## src/rtl/systolic_feeder.sv

```systemverilog
// Operand buffer and skewed stream driver for the 4x4 systolic array: 1-cycle clear, 3N-2 feed steps, drain, done.
// Stream outputs are registered; writes and start are only honoured in IDLE, so the host must wait for busy low.
module systolic_feeder #(
    parameter int DATA_W    = 32,
    parameter int N         = 4,
    parameter int DRAIN_CYC = 4
) (
    input  logic              i_clk,
    input  logic              i_rst_n,
    input  logic              i_wr_en,
    input  logic              i_wr_mat,
    input  logic [3:0]        i_wr_addr,
    input  logic [DATA_W-1:0] i_wr_data,
    input  logic              i_start,
    output logic [DATA_W-1:0] o_west0,
    output logic [DATA_W-1:0] o_west4,
    output logic [DATA_W-1:0] o_west8,
    output logic [DATA_W-1:0] o_west12,
    output logic [DATA_W-1:0] o_north0,
    output logic [DATA_W-1:0] o_north1,
    output logic [DATA_W-1:0] o_north2,
    output logic [DATA_W-1:0] o_north3,
    output logic              o_arr_clr,
    output logic              o_busy,
    output logic              o_done
);

    localparam int LAST_STEP = 3 * N - 3;

    typedef enum logic [2:0] {
        S_IDLE,
        S_CLEAR,
        S_FEED,
        S_DRAIN,
        S_DONE
    } state_t;

    state_t            r_state;
    logic [3:0]        r_step;
    logic [7:0]        r_drain;
    logic              r_arr_clr;
    logic              r_busy;
    logic              r_done;
    logic [DATA_W-1:0] r_mat_a [16];
    logic [DATA_W-1:0] r_mat_b [16];
    logic [DATA_W-1:0] r_west  [4];
    logic [DATA_W-1:0] r_north [4];

    logic              w_feed_nxt;
    logic [3:0]        w_step_nxt;
    logic [DATA_W-1:0] w_west  [4];
    logic [DATA_W-1:0] w_north [4];

    // Streams are computed from the step that will be live after the edge,
    // so the registered outputs line up with the FEED step they belong to.
    always_comb begin
        w_feed_nxt = 1'b0;
        w_step_nxt = 4'd0;
        if (r_state == S_CLEAR) begin
            w_feed_nxt = 1'b1;
        end else if (r_state == S_FEED && r_step != 4'(LAST_STEP)) begin
            w_feed_nxt = 1'b1;
            w_step_nxt = r_step + 4'd1;
        end
    end

    for (genvar g = 0; g < 4; g++) begin : g_skew
        logic [3:0] w_k;
        logic       w_in_win;
        assign w_k      = w_step_nxt - 4'(g);
        assign w_in_win = w_feed_nxt && (w_step_nxt >= 4'(g)) && (w_k < 4'(N));
        assign w_west[g]  = w_in_win ? r_mat_a[{2'(g), w_k[1:0]}] : '0;
        assign w_north[g] = w_in_win ? r_mat_b[{w_k[1:0], 2'(g)}] : '0;
    end

    always_ff @(posedge i_clk or negedge i_rst_n) begin
        if (!i_rst_n) begin
            for (int i = 0; i < 16; i++) begin
                r_mat_a[i] <= '0;
                r_mat_b[i] <= '0;
            end
        end else if (r_state == S_IDLE && i_wr_en) begin
            if (i_wr_mat) r_mat_b[i_wr_addr] <= i_wr_data;
            else          r_mat_a[i_wr_addr] <= i_wr_data;
        end
    end

    always_ff @(posedge i_clk or negedge i_rst_n) begin
        if (!i_rst_n) begin
            r_state   <= S_IDLE;
            r_step    <= 4'd0;
            r_drain   <= 8'd0;
            r_arr_clr <= 1'b0;
            r_busy    <= 1'b0;
            r_done    <= 1'b0;
            for (int i = 0; i < 4; i++) begin
                r_west[i]  <= '0;
                r_north[i] <= '0;
            end
        end else begin
            for (int i = 0; i < 4; i++) begin
                r_west[i]  <= w_west[i];
                r_north[i] <= w_north[i];
            end
            r_arr_clr <= 1'b0;
            r_done    <= 1'b0;
            case (r_state)
                S_IDLE: begin
                    if (i_start) begin
                        r_state   <= S_CLEAR;
                        r_arr_clr <= 1'b1;
                        r_busy    <= 1'b1;
                    end
                end
                S_CLEAR: begin
                    r_state <= S_FEED;
                    r_step  <= 4'd0;
                end
                S_FEED: begin
                    if (r_step == 4'(LAST_STEP)) begin
                        r_state <= S_DRAIN;
                        r_drain <= 8'(DRAIN_CYC - 1);
                    end else begin
                        r_step <= w_step_nxt;
                    end
                end
                S_DRAIN: begin
                    if (r_drain == 8'd0) begin
                        r_state <= S_DONE;
                        r_done  <= 1'b1;
                    end else begin
                        r_drain <= r_drain - 8'd1;
                    end
                end
                S_DONE: begin
                    r_state <= S_IDLE;
                    r_busy  <= 1'b0;
                end
                default: begin
                    r_state <= S_IDLE;
                    r_busy  <= 1'b0;
                end
            endcase
        end
    end

    assign o_west0   = r_west[0];
    assign o_west4   = r_west[1];
    assign o_west8   = r_west[2];
    assign o_west12  = r_west[3];
    assign o_north0  = r_north[0];
    assign o_north1  = r_north[1];
    assign o_north2  = r_north[2];
    assign o_north3  = r_north[3];
    assign o_arr_clr = r_arr_clr;
    assign o_busy    = r_busy;
    assign o_done    = r_done;

endmodule
```

## config.mk

```make
export PLATFORM = sky130hd
export DESIGN_NAME = systolic_feeder
export DESIGN_NICKNAME = d
export VERILOG_FILES = /design/src/rtl/systolic_feeder.sv
export SDC_FILE = /design/constraint.sdc
export NUM_CORES = 2
export LEC_CHECK = 0
export BUFFER_PORTS_ARGS = -buffer_cell sky130_fd_sc_hd__buf_2
export CAP_MARGIN = 20
export CORE_UTILIZATION = 45
export CTS_CLUSTER_DIAMETER = 120
export DETAILED_ROUTE_END_ITERATION = 7
export GPL_TIMING_DRIVEN = 0
export SYNTH_ARGS = -nofsm -noshare
export SYNTH_HDL_FRONTEND = slang
export SYNTH_SLANG_ARGS = --single-unit
```

## constraint.sdc

```tcl
create_clock -name i_clk -period 8.43 [get_ports i_clk]
set_input_delay 1.2645 -clock i_clk [delete_from_list [all_inputs] [get_ports i_clk]]
set_output_delay 1.2645 -clock i_clk [all_outputs]
set_load 0.02 [all_outputs]
```

==> impl_metrics.yaml <==
critical_path:
  worstSetupPathType: "reg2reg"
  end_kind: "register"
  r2r_start: "r_step[0]$_DFFE_PN0P_"
  worstSetupStartpoint: "r_step[0]$_DFFE_PN0P_"
  cp-start-kind: "register"
  cp_max_fo: 11
  worstPathArrival_ps: 6730
  worstPathRequired_ps: 8970
clock_tree:
  hold_buffers: 0
  cts.path.max_buffers: 3
  postCtsSetupRepairBufs: 0
  cts_sinks: 1298
  cts.htree.levels: 4
  root_buffer: "clkbuf_16"
  clk_latency_ps: 770
  path_clk_slew_ps: 60
  cts-buffers-inserted: 141
  cts_tree: "yes"
  cts_resized: 0
job:
  drv_cap: 0
cells_and_area:
  seq_area_sq_um: 32500
  layout_commonest_cell: "dfrtp_1"
  multi_input_area_sq_um: 21500
  layout-drive-gt1-share: 0.383
  final_area_sq_um: 64700
  area_growth_pct: 15.7
  layout_common_cells: "dfrtp_1, mux2_2, buf_2, nand2_1, clkbuf_1"
  fin_nets: 4592
  final_cell_count_no_fill: 6290
  n_fill_cell: 10600
worst_hold_path:
  hold_class: "in2async"
sta:
  setup_slack_ps: 2240
  relSlewSlack: 0.255
  rsz0062_at_grt: "no"
  max_freq_ghz: 0.161
  setup_viol: 0
  slew_viol_final: 0
  worst_pin_slew_ps: 1110
  period_share: 0.735
  fin_skew_ps: 27.8
  min_period_ps: 6190
  setup_tns_ps: 0
  hold_viol_final: 0
drt:
  route.detailed.drc: 0
  vias: 35600
  viasPerCell: 5.66
  drtIter0Drc: 2773
  finalWirelength_um: 170000
  wl_per_cell_um: 26.9
  antenna_left: 0
  drt_first_pass_iters: 5
power:
  p_total_uw: 24300
  powerDensity_nw_per_um2: 376
  peakVddDrop_v: 0.000222
  power.leakage_uw: 0.0317
run_status:
  status: "finished clean"
synth:
  synthesis.area_per_instance_sq_um: 13.7
  synth_top_family_by_area: "multiplexers"
  ys_seq_area_frac: 0.581
  syn-num-nets: 4132
  synthDistinctLibCells: 59
  yosysWarnings: 0
  synth_edf_count: 0
  muxShareOfSynthArea: 0.241
  synth_area_leaders: "dfrtp_1, mux2_2, mux2i_1"
  synth_top_area_cell: "dfrtp_1"
  async_flop_share: 1.00
  synth_fa_ha_area_frac: 0.00201
  synth_top_area_share: 0.581
  synth-compound-area-share: 0.0798
  syn-cell-area_sq_um: 55900
  ys_seq_elements: 1298
  synth_xor_area_frac: 0.00170
  synth-simple-area-share: 0.0604
  synthCells: 4082
  ys.flop_type: "dfrtp_1"
global_route:
  antenna_found_initial: 30
  first_global_vias: 36100
  grt_pass1_wl_um: 249000
  grt_max_degree: 167
  grt_util_all_layers: 0.272
  grt_overflow_total: 0
die:
  start_util: 0.456
  die_area_sq_um: 126000
  num_rows: 128
  die_w_um: 354
  core_sq_um: 123000
  die_h_um: 354
  io_pins: 300
place:
  dp_hpwl_um: 116000
  io_buffers: 299
  place_inst: 6022
  pre_cts_slack_ps: 2270
  placed_cell_area_sq_um: 59800
  gp_congestion: 0.839
[cell type report]
| cell class | instances | share of cell area |
|---|---|---|
| Sequential cell | 1298 | 0.502 |
| Multi-Input combinational cell | 2389 | 0.333 |
| Clock buffer | 213 | 0.0655 |
| Tap cell | 1625 | 0.0314 |
| Timing Repair Buffer | 317 | 0.0291 |
| Buffer | 386 | 0.0290 |
| Clock inverter | 39 | 0.00880 |
| Antenna cell | 14 | 0.000542 |
| Inverter | 9 | 0.000522 |
[critical path, cell delays in order (launching register included)]
cell       delay, ps
dfrtp_1          400
ha_1             210
and3b_1          230
or3_1            370
buf_6            170
nor2_4           160
buf_2            520
buf_2            400
ha_1             590
buf_4            450
clkbuf_1         730
clkbuf_1         580
a211oi_1         150
a2111oi_1        960
[sequential cells by signal (all words and copies together), names as in the netlist, 4 cells and up]
| name | count |
|---|---|
| o_north0 | 32 |
| o_north1 | 32 |
| o_north2 | 32 |
| o_north3 | 32 |
| o_west0 | 32 |
| o_west12 | 32 |
| o_west4 | 32 |
| o_west8 | 32 |
| r_drain | 8 |
| r_mat_a | 512 |
| r_mat_b | 512 |
| r_step | 4 |
[synth_stat cells (all sizes together), types with 3 or more instances]
| library cell | number |
|---|---|
| mux2i | 192 |
| nand2b | 7 |
| a221o | 64 |
| ha | 9 |
| dfrtp | 1298 |
| nor3 | 18 |
| nand2 | 279 |
| o21ai | 4 |
| mux2 | 1024 |
| o22ai | 65 |
| and3 | 64 |
| nand4 | 4 |
| nor4b | 3 |
| a311oi | 65 |
| a21oi | 7 |
| clkbuf | 182 |
| inv | 8 |
| a2111oi | 65 |
| xor2 | 8 |
| nand3 | 9 |
| nor2b | 133 |
| a211oi | 196 |
| buf | 204 |
| nor2 | 150 |
| nor4 | 5 |
[final timing paths]
path | slack (ps) | cells past startpoint | endpoint
max in group asynchronous | 5480 | 4 | o_north2[19]$_DFF_PN0_
hold / removal | 420 | 1 | o_west4[18]$_DFF_PN0_
setup reg to reg | 2240 | 13 | o_north3[24]$_DFF_PN0_
hold reg to reg | 480 | 1 | r_mat_a[82]$_DFFE_PN0P_
setup / recovery | 2240 | 13 | o_north3[24]$_DFF_PN0_
min in group i_clk | 480 | 1 | r_mat_a[82]$_DFFE_PN0P_
[report_power, final]
group	switching [uW]	internal [uW]	total, uW	leakage, uW
clock network	2550	3860	6420	0.00236
logic	7340	3110	10500	0.0114
registers	366	7080	7440	0.0179
[kinds of logic after synthesis]
kind of cell	Yosys count
mux	1216
fa+ha+maj	9
flops	1298
simple gates	680
buf+inv	395
compound gates	474
xor+xnor	10
[per-stage QoR]
stage               hold WS (ps)  utilization
floorplan                    450            -
global placement             459        0.485
detailed placement           469        0.488
CTS                          412        0.527
global route                 455        0.527
finish                       415        0.528
[routing by layer]
| metal | global-route usage | vias to the layer above | wire [um] |
|---|---|---|---|
| met5 | 0 | - | 40 |
| met4 | 0.103 | 6 | 6110 |
| met3 | 0.0439 | 254 | 10900 |
| met2 | 0.409 | 1068 | 75800 |
| met1 | 0.395 | 18600 | 76700 |
| li1 | - | 15600 | - |
Note: power is estimated with default switching activity, not from simulation.
